--- src/rtl/vga_scanout_pkg.sv ---
// Shared VGA definitions: frame geometry, 640x480@60 timing and swap FSM encoding.
package vga_scanout_pkg;
    localparam int WIDTH       = 8;
    localparam int HEIGHT      = 6;
    localparam int PIXEL_SIZE  = 3;
    localparam int PACKED_SIZE = WIDTH * HEIGHT * PIXEL_SIZE;
    localparam int SCALE       = 80;

    localparam int H_ACTIVE = 640;
    localparam int H_FP     = 16;
    localparam int H_SYNC   = 96;
    localparam int H_BP     = 48;
    localparam int V_ACTIVE = 480;
    localparam int V_FP     = 10;
    localparam int V_SYNC   = 2;
    localparam int V_BP     = 33;
    localparam int H_TOTAL  = H_ACTIVE + H_FP + H_SYNC + H_BP;
    localparam int V_TOTAL  = V_ACTIVE + V_FP + V_SYNC + V_BP;

    typedef enum logic [1:0] {
        SWAP_IDLE = 2'd0,
        SWAP_REQ  = 2'd1,
        SWAP_DONE = 2'd2
    } swap_state_t;
endpackage

--- src/rtl/vga_scanout_if.sv ---
// Display-side bundle: registered raster outputs plus the buffer swap handshake.
interface vga_scanout_if #(
    parameter int PIXEL_SIZE = vga_scanout_pkg::PIXEL_SIZE
);
    logic                  hsync;
    logic                  vsync;
    logic                  video_on;
    logic [PIXEL_SIZE-1:0] pixel_out;
    logic                  frame_start;
    logic                  swap_req;
    logic                  swap_ack;
    logic                  swap_missed;

    modport master (
        output hsync, vsync, video_on, pixel_out, frame_start, swap_req, swap_missed,
        input  swap_ack
    );
    modport slave (
        input  hsync, vsync, video_on, pixel_out, frame_start, swap_req, swap_missed,
        output swap_ack
    );
endinterface

--- src/rtl/vga_timing.sv ---
// Free-running h/v raster counters with combinational sync and active-area decode.
module vga_timing #(
    parameter int H_ACTIVE = vga_scanout_pkg::H_ACTIVE,
    parameter int H_FP     = vga_scanout_pkg::H_FP,
    parameter int H_SYNC   = vga_scanout_pkg::H_SYNC,
    parameter int H_BP     = vga_scanout_pkg::H_BP,
    parameter int V_ACTIVE = vga_scanout_pkg::V_ACTIVE,
    parameter int V_FP     = vga_scanout_pkg::V_FP,
    parameter int V_SYNC   = vga_scanout_pkg::V_SYNC,
    parameter int V_BP     = vga_scanout_pkg::V_BP,
    localparam int H_TOTAL = H_ACTIVE + H_FP + H_SYNC + H_BP,
    localparam int V_TOTAL = V_ACTIVE + V_FP + V_SYNC + V_BP,
    localparam int HW      = $clog2(H_TOTAL),
    localparam int VW      = $clog2(V_TOTAL)
) (
    input  logic          clk,
    input  logic          reset,
    output logic [HW-1:0] h_cnt,
    output logic [VW-1:0] v_cnt,
    output logic          line_end,
    output logic          frame_end,
    output logic          hsync,
    output logic          vsync,
    output logic          active
);
    import vga_scanout_pkg::*;

    assign line_end  = (h_cnt == HW'(H_TOTAL - 1));
    assign frame_end = line_end && (v_cnt == VW'(V_TOTAL - 1));

    always_ff @(posedge clk) begin
        if (reset) begin
            h_cnt <= '0;
            v_cnt <= '0;
        end else if (line_end) begin
            h_cnt <= '0;
            v_cnt <= frame_end ? '0 : v_cnt + 1'b1;
        end else begin
            h_cnt <= h_cnt + 1'b1;
        end
    end

    // Sync pulses are active-low inside the sync window between porches.
    assign hsync  = !((h_cnt >= HW'(H_ACTIVE + H_FP)) && (h_cnt < HW'(H_ACTIVE + H_FP + H_SYNC)));
    assign vsync  = !((v_cnt >= VW'(V_ACTIVE + V_FP)) && (v_cnt < VW'(V_ACTIVE + V_FP + V_SYNC)));
    assign active = (h_cnt < HW'(H_ACTIVE)) && (v_cnt < VW'(V_ACTIVE));
endmodule

--- src/rtl/vga_scanout.sv ---
// Scans a packed frame out as scaled VGA video; runs the tear-free buffer swap handshake in vblank.
module vga_scanout #(
    parameter int WIDTH      = vga_scanout_pkg::WIDTH,
    parameter int HEIGHT     = vga_scanout_pkg::HEIGHT,
    parameter int PIXEL_SIZE = vga_scanout_pkg::PIXEL_SIZE,
    parameter int SCALE      = vga_scanout_pkg::SCALE,
    parameter int H_ACTIVE   = vga_scanout_pkg::H_ACTIVE,
    parameter int H_FP       = vga_scanout_pkg::H_FP,
    parameter int H_SYNC     = vga_scanout_pkg::H_SYNC,
    parameter int H_BP       = vga_scanout_pkg::H_BP,
    parameter int V_ACTIVE   = vga_scanout_pkg::V_ACTIVE,
    parameter int V_FP       = vga_scanout_pkg::V_FP,
    parameter int V_SYNC     = vga_scanout_pkg::V_SYNC,
    parameter int V_BP       = vga_scanout_pkg::V_BP
) (
    input  logic                                clk,
    input  logic                                reset,
    input  logic [WIDTH*HEIGHT*PIXEL_SIZE-1:0]  packed_buffer,
    vga_scanout_if.master                       bus
);
    import vga_scanout_pkg::*;

    localparam int PACKED = WIDTH * HEIGHT * PIXEL_SIZE;
    localparam int IW     = $clog2(PACKED);
    localparam int SW     = (SCALE > 1) ? $clog2(SCALE) : 1;
    localparam int CW     = $clog2(WIDTH + 1);
    localparam int RW     = $clog2(HEIGHT + 1);
    localparam int HW     = $clog2(H_ACTIVE + H_FP + H_SYNC + H_BP);
    localparam int VW     = $clog2(V_ACTIVE + V_FP + V_SYNC + V_BP);

    logic [HW-1:0] h_cnt;
    logic [VW-1:0] v_cnt;
    logic          line_end, frame_end, hsync_c, vsync_c, active;

    vga_timing #(
        .H_ACTIVE(H_ACTIVE), .H_FP(H_FP), .H_SYNC(H_SYNC), .H_BP(H_BP),
        .V_ACTIVE(V_ACTIVE), .V_FP(V_FP), .V_SYNC(V_SYNC), .V_BP(V_BP)
    ) u_timing (
        .clk(clk), .reset(reset), .h_cnt(h_cnt), .v_cnt(v_cnt),
        .line_end(line_end), .frame_end(frame_end),
        .hsync(hsync_c), .vsync(vsync_c), .active(active)
    );

    // Sub-pixel counters replace a divide; col/row saturate at WIDTH/HEIGHT past the image edge.
    logic [SW-1:0] sx, sy;
    logic [CW-1:0] col;
    logic [RW-1:0] row;

    always_ff @(posedge clk) begin
        if (reset) begin
            sx  <= '0;
            sy  <= '0;
            col <= '0;
            row <= '0;
        end else begin
            if (line_end) begin
                sx  <= '0;
                col <= '0;
            end else if (sx == SW'(SCALE - 1)) begin
                sx <= '0;
                if (col != CW'(WIDTH)) col <= col + 1'b1;
            end else begin
                sx <= sx + 1'b1;
            end

            if (frame_end) begin
                sy  <= '0;
                row <= '0;
            end else if (line_end) begin
                if (sy == SW'(SCALE - 1)) begin
                    sy <= '0;
                    if (row != RW'(HEIGHT)) row <= row + 1'b1;
                end else begin
                    sy <= sy + 1'b1;
                end
            end
        end
    end

    logic                  in_img;
    logic [IW-1:0]         bit_idx;
    logic [PIXEL_SIZE-1:0] pix;

    always_comb begin
        in_img  = active && (col < CW'(WIDTH)) && (row < RW'(HEIGHT));
        bit_idx = '0;
        if (in_img) bit_idx = IW'((IW'(row) * IW'(WIDTH) + IW'(col)) * IW'(PIXEL_SIZE));
        pix = in_img ? packed_buffer[bit_idx +: PIXEL_SIZE] : '0;
    end

    swap_state_t state, state_next;
    logic        missed_next;

    always_ff @(posedge clk) begin
        if (reset) state <= SWAP_IDLE;
        else       state <= state_next;
    end

    // An ack landing on the end-of-frame cycle still counts as a completed swap.
    always_comb begin
        state_next  = state;
        missed_next = 1'b0;
        unique case (state)
            SWAP_IDLE: if (h_cnt == '0 && v_cnt == VW'(V_ACTIVE)) state_next = SWAP_REQ;
            SWAP_REQ: begin
                if (frame_end) begin
                    state_next  = SWAP_IDLE;
                    missed_next = !bus.swap_ack;
                end else if (bus.swap_ack) begin
                    state_next = SWAP_DONE;
                end
            end
            SWAP_DONE: if (frame_end) state_next = SWAP_IDLE;
            default:   state_next = SWAP_IDLE;
        endcase
    end

    always_ff @(posedge clk) begin
        if (reset) begin
            bus.hsync       <= 1'b1;
            bus.vsync       <= 1'b1;
            bus.video_on    <= 1'b0;
            bus.pixel_out   <= '0;
            bus.frame_start <= 1'b0;
            bus.swap_req    <= 1'b0;
            bus.swap_missed <= 1'b0;
        end else begin
            bus.hsync       <= hsync_c;
            bus.vsync       <= vsync_c;
            bus.video_on    <= active;
            bus.pixel_out   <= pix;
            bus.frame_start <= (h_cnt == '0) && (v_cnt == '0);
            bus.swap_req    <= (state_next == SWAP_REQ);
            bus.swap_missed <= missed_next;
        end
    end
endmodule

--- src/flat_wrapper.sv ---
// flat-port wrapper written by rule: the top's interface ports become plain ports
module vga_scanout_flat import vga_scanout_pkg::*;
#(
    parameter int WIDTH      = vga_scanout_pkg::WIDTH,
    parameter int HEIGHT     = vga_scanout_pkg::HEIGHT,
    parameter int PIXEL_SIZE = vga_scanout_pkg::PIXEL_SIZE,
    parameter int SCALE      = vga_scanout_pkg::SCALE,
    parameter int H_ACTIVE   = vga_scanout_pkg::H_ACTIVE,
    parameter int H_FP       = vga_scanout_pkg::H_FP,
    parameter int H_SYNC     = vga_scanout_pkg::H_SYNC,
    parameter int H_BP       = vga_scanout_pkg::H_BP,
    parameter int V_ACTIVE   = vga_scanout_pkg::V_ACTIVE,
    parameter int V_FP       = vga_scanout_pkg::V_FP,
    parameter int V_SYNC     = vga_scanout_pkg::V_SYNC,
    parameter int V_BP       = vga_scanout_pkg::V_BP
)
  (clk, reset, packed_buffer, bus_hsync, bus_vsync, bus_video_on, bus_pixel_out, bus_frame_start, bus_swap_req, bus_swap_missed, bus_swap_ack);
  vga_scanout_if #(.PIXEL_SIZE(PIXEL_SIZE)) bus_i ();
  input  logic clk;
  input  logic reset;
  input  logic [WIDTH*HEIGHT*PIXEL_SIZE-1:0] packed_buffer;
  output wire logic [$bits(bus_i.hsync)-1:0] bus_hsync;
  output wire logic [$bits(bus_i.vsync)-1:0] bus_vsync;
  output wire logic [$bits(bus_i.video_on)-1:0] bus_video_on;
  output wire logic [$bits(bus_i.pixel_out)-1:0] bus_pixel_out;
  output wire logic [$bits(bus_i.frame_start)-1:0] bus_frame_start;
  output wire logic [$bits(bus_i.swap_req)-1:0] bus_swap_req;
  output wire logic [$bits(bus_i.swap_missed)-1:0] bus_swap_missed;
  input wire logic [$bits(bus_i.swap_ack)-1:0] bus_swap_ack;
  assign bus_hsync = bus_i.hsync;
  assign bus_vsync = bus_i.vsync;
  assign bus_video_on = bus_i.video_on;
  assign bus_pixel_out = bus_i.pixel_out;
  assign bus_frame_start = bus_i.frame_start;
  assign bus_swap_req = bus_i.swap_req;
  assign bus_swap_missed = bus_i.swap_missed;
  assign bus_i.swap_ack = bus_swap_ack;
  vga_scanout #(.WIDTH(WIDTH), .HEIGHT(HEIGHT), .PIXEL_SIZE(PIXEL_SIZE), .SCALE(SCALE), .H_ACTIVE(H_ACTIVE), .H_FP(H_FP), .H_SYNC(H_SYNC), .H_BP(H_BP), .V_ACTIVE(V_ACTIVE), .V_FP(V_FP), .V_SYNC(V_SYNC), .V_BP(V_BP)) u_core (.clk(clk), .reset(reset), .packed_buffer(packed_buffer), .bus(bus_i));
endmodule
--- config.mk ---
export PLATFORM = sky130hd
export DESIGN_NAME = vga_scanout_flat
export DESIGN_NICKNAME = d
export VERILOG_FILES = /design/src/rtl/vga_scanout_pkg.sv /design/src/rtl/vga_scanout_if.sv /design/src/rtl/vga_timing.sv /design/src/rtl/vga_scanout.sv /design/src/flat_wrapper.sv
export SDC_FILE = /design/constraint.sdc
export NUM_CORES = 1
export LEC_CHECK = 0
export CORE_AREA = 2 2 160 201
export DETAILED_ROUTE_END_ITERATION = 16
export DIE_AREA = 0 0 162 203
export PLACE_DENSITY_LB_ADDON = 0.12
export SLEW_MARGIN = 5
export SYNTH_ARGS = -nofsm -noshare
export SYNTH_HDL_FRONTEND = slang
export SYNTH_HIERARCHICAL = 1
export SYNTH_SLANG_ARGS = --single-unit
--- constraint.sdc ---
create_clock -name clk -period 8.4 [get_ports clk]
set_input_delay 1.68 -clock clk [delete_from_list [all_inputs] [get_ports clk]]
set_output_delay 1.68 -clock clk [all_outputs]
set_load 0.05 [all_outputs]
==> summary.md <==
| Metric | Value |
|---|---|
| Status | finished, final reports clean |
| Total gr overflow | 0 |
| Max-cap violations | 0 |
| DR vias | 8,094 |
| CP required | 8640 ps |
| Clk Latency, worst-skew pair | 300 ps |
| CP cell instances | ha_1 -> inv_1 -> fa_2 -> buf_4 -> clkinv_1 -> nand3_1 -> o221ai_1 -> a21oi_1 -> a211oi_2 -> a211o_1 -> a311oi_1 -> a211o_1 |
| DIE AREA | 32,890 um^2 |
| Clock tree root driver cell | clkbuf_16 |
| Worst EP arrival | 5590 ps |
| Startpoint Class | flop |
| Share of cells above drive strength 1 | 9.647% |
| Clock sink count | 52 |
| Endpoints failing setup | 0 |
| Worst VDD drop | 0.07404 mV |
| Worst setup EP type | flop |
| Drt pass-1 iters | 5 |
| Syn nets | roughly 1,100 |
| Worst-path clk slew | 80 ps |
| Final WL | 32,140 um |
| Warnings from Yosys | 6 |
| Power Internal | roughly 470 uW |
| Minimum clock period | about 5300 ps |
| Sw power | 184.1 uW |
| Post-synth EDFFs | 0 |
| Setup Buffers After CTS | 0 |
| Final Total Pwr | 657.6 uW |
| Comb pwr share | ~28% |
| Worst-margin pin slew | 940.2 ps |
| Iter 0 DRT Violations | approximately 660 |
| Reg area | 1045 um^2 |
| Pins Over Slew Limit | 0 |
| Post-DP HPWL | around 23,000 um |
| Leak | about 3.0 nW |
| Slew headroom | 37.14% |
| CTS H-tree lvls | 2 |
| Routability Congestion | between 0.8 and 0.9 |
| First-pass GRT wire length | 48,270 um |
| GRT Overall Usage | 18.66% |
| DRC | 0 |
| Syn avg cell area | 7.416 um^2 |
| Vias/cell | between 5 and 6 |
| Synthesized area | roughly 7000 um^2 |
| Number of hold buffers added after CTS | 0 |
| Crit Path Category | flop to flop |
| Starting Density | 22.84% |
| Pre-CTS setup slack | 3160 ps |
| Ant. Diodes | 0 |
| Average wire per standard cell | 22.10 um |
| Footprint of the multi-input gates | 5512 um^2 |
| Largest net degree at the start of global routing | 89 |
| Top delay family on crit path | compound AO/OA/AOI/OAI gates |
| Worst path bufs/invs | 3 |
| Clk_skew | around 9.5 ps |
| Pwr/cell area | 72.86 nW/um^2 |
| #FFs+latches synth | between 50 and 60 |
| Library cells used by synthesis | 76 |
| Port Buf Inserts | 155 |
| CP peak stage delay | 930 ps |
| Initial antenna violation count | 0 |
| Max Fclk | about 190 MHz |
| Period utilization | 63.63% |
| CTS Buffer Depth | 2 |
| Vias in the first global route | 7,869 |
| Worst-path fanout max | 54 |
| Nets | 1,212 |
| Most common cell on crit path | a211o_1 |
| Fin worst setup slack | about 3100 ps |
| Num ports | 156 |
| RSZ-0062 raised after global routing | false |
| Syn Inst Count | approximately 950 |
| Fillers | around 3,400 |
| Post-synthesis sequential area ratio | 14.79% |
| Die H | 203 um |
| # rows | 72 |
| Hold Vio Cnt, Final | 0 |
| Clock power frac | 33.6% |
| Main synth FF type | dfxtp_1 |
| Core area | 30,810 um^2 |
| Slowest stage cell, crit path | nand3_1 |
| Worst min-delay path class | flop to flop |
| Die W | 162 um |
| Area Overhead vs Synth | 28.23% |
| Post-synth ARST share | 0% |
| Setup TNS | 0 ps |
| Sw Share | roughly 28% |
| Routed Antenna Nets | 0 |
| Seq pwr share | approximately two fifths |
| CTS tree | done |
| Post-CTS sizing | 0 |
| CTS buffer count | 5 |
[worst paths after layout]
kind / start / to / slack, ps / cells after the start
worst max-delay path: u_core/col[0] / u_core/bus.pixel_out[2] / 3050 / 12
worst min-delay path: u_core/sx[0] / u_core/sx[0] / 450 / 1
worst max register to register: u_core/col[0] / u_core/bus.pixel_out[2] / 3050 / 12
worst min register to register: u_core/sx[0] / u_core/sx[0] / 450 / 1
[power groups by stage]
stage | Sequential [mW] | Combinational (mW) | Clock (mW)
floorplan | 0.265 | 0.0612 | 0
global placement | 0.261 | 0.183 | 0
detailed placement | 0.260 | 0.180 | 0
CTS | 0.255 | 0.182 | 0.228
global route | 0.255 | 0.194 | 0.236
finish | 0.255 | 0.182 | 0.221
[per-stage QoR]
stage | hold slack [ps] | cells | utilization, % | area (um^2)
after detailed placement | 446.2 | 1446 | 28.78 | 8869
final | 453.4 | 1454 | 29.29 | 9025
after global routing | 474.7 | 1454 | 29.29 | 9025
after global placement | 436.8 | 1446 | 28.78 | 8869
after CTS | 458.9 | 1454 | 29.29 | 9025
after floorplan | 417.6 | 949 | - | 7038
[synthesized netlist by cell type, types with 19 or more instances]
library cell  instances  area [um^2]
mux2i_1              39        390.4
inv_1                24        90.09
nand4_1              24        150.1
nor3_1               31        155.2
xor2_1               19        166.4
clkbuf_1             21        78.83
mux2_2               22        247.7
a21oi_1              59        295.3
o22ai_1              22        137.6
nor2_1               93        349.1
buf_2                48        240.2
mux4_2               23        518.0
o21ai_0              53        265.3
nand3_1              38        190.2
dfxtp_1              52         1041
nand2_1              82        307.8
[registers in the layout, summed over array words and instances (netlist names)]
name	flops
u_core/u_timing/h_cnt	10
u_core/u_timing/v_cnt	10
u_core/sx	7
u_core/sy	7
u_core/col	4
u_core/bus.pixel_out	3
u_core/row	3
u_core/state	2
u_core/bus.frame_start	1
u_core/bus.hsync	1
u_core/bus.swap_missed	1
u_core/bus.swap_req	1
u_core/bus.video_on	1
u_core/bus.vsync	1
[cell usage in the layout (no fill, tap or decap), drive strengths merged, types with 18 or more instances in the layout]
cell / synthesis / final
dfxtp: 52 / 52
buf: 65 / 21
nand4: 24 / 24
mux4: 23 / 23
o21ai: 54 / 54
nand3: 38 / 38
mux2: 22 / 22
inv: 24 / 26
clkdlybuf4s50: 0 / 155
nor3: 35 / 35
ha: 18 / 18
nand2b: 18 / 18
nand2: 82 / 82
o22ai: 22 / 22
xor2: 19 / 19
nor2: 93 / 93
mux2i: 39 / 39
a21oi: 60 / 60
[cell type report]
type | count | share of cell area, %
Multi-Input combinational cell | 786 | 61.07
Timing Repair Buffer | 176 | 18.94
Sequential cell | 52 | 11.58
Tap cell | 407 | 5.643
Clock buffer | 6 | 1.539
Inverter | 25 | 1.040
Clock inverter | 2 | 0.1941
[kinds of logic (layout without fill, tap and decap cells)]
group,count (synthesis),in the layout,share of synthesized area (%)
buffers and inverters,111,209,7.467
AOI/OAI and AO/OA,278,278,26.88
adders and majority gates,19,19,3.485
and+or+nand+nor,371,371,26.72
DFF,52,52,14.79
muxes,84,84,16.43
xor gates and xnor gates,34,34,4.231
[routing by layer]
metal  routed length, um  GRT usage, %
met3                1690         1.982
met5                   0             0
met4                 862         4.962
met2               16120         33.48
met1               13460         23.61
(Power assumes the default switching activity.)
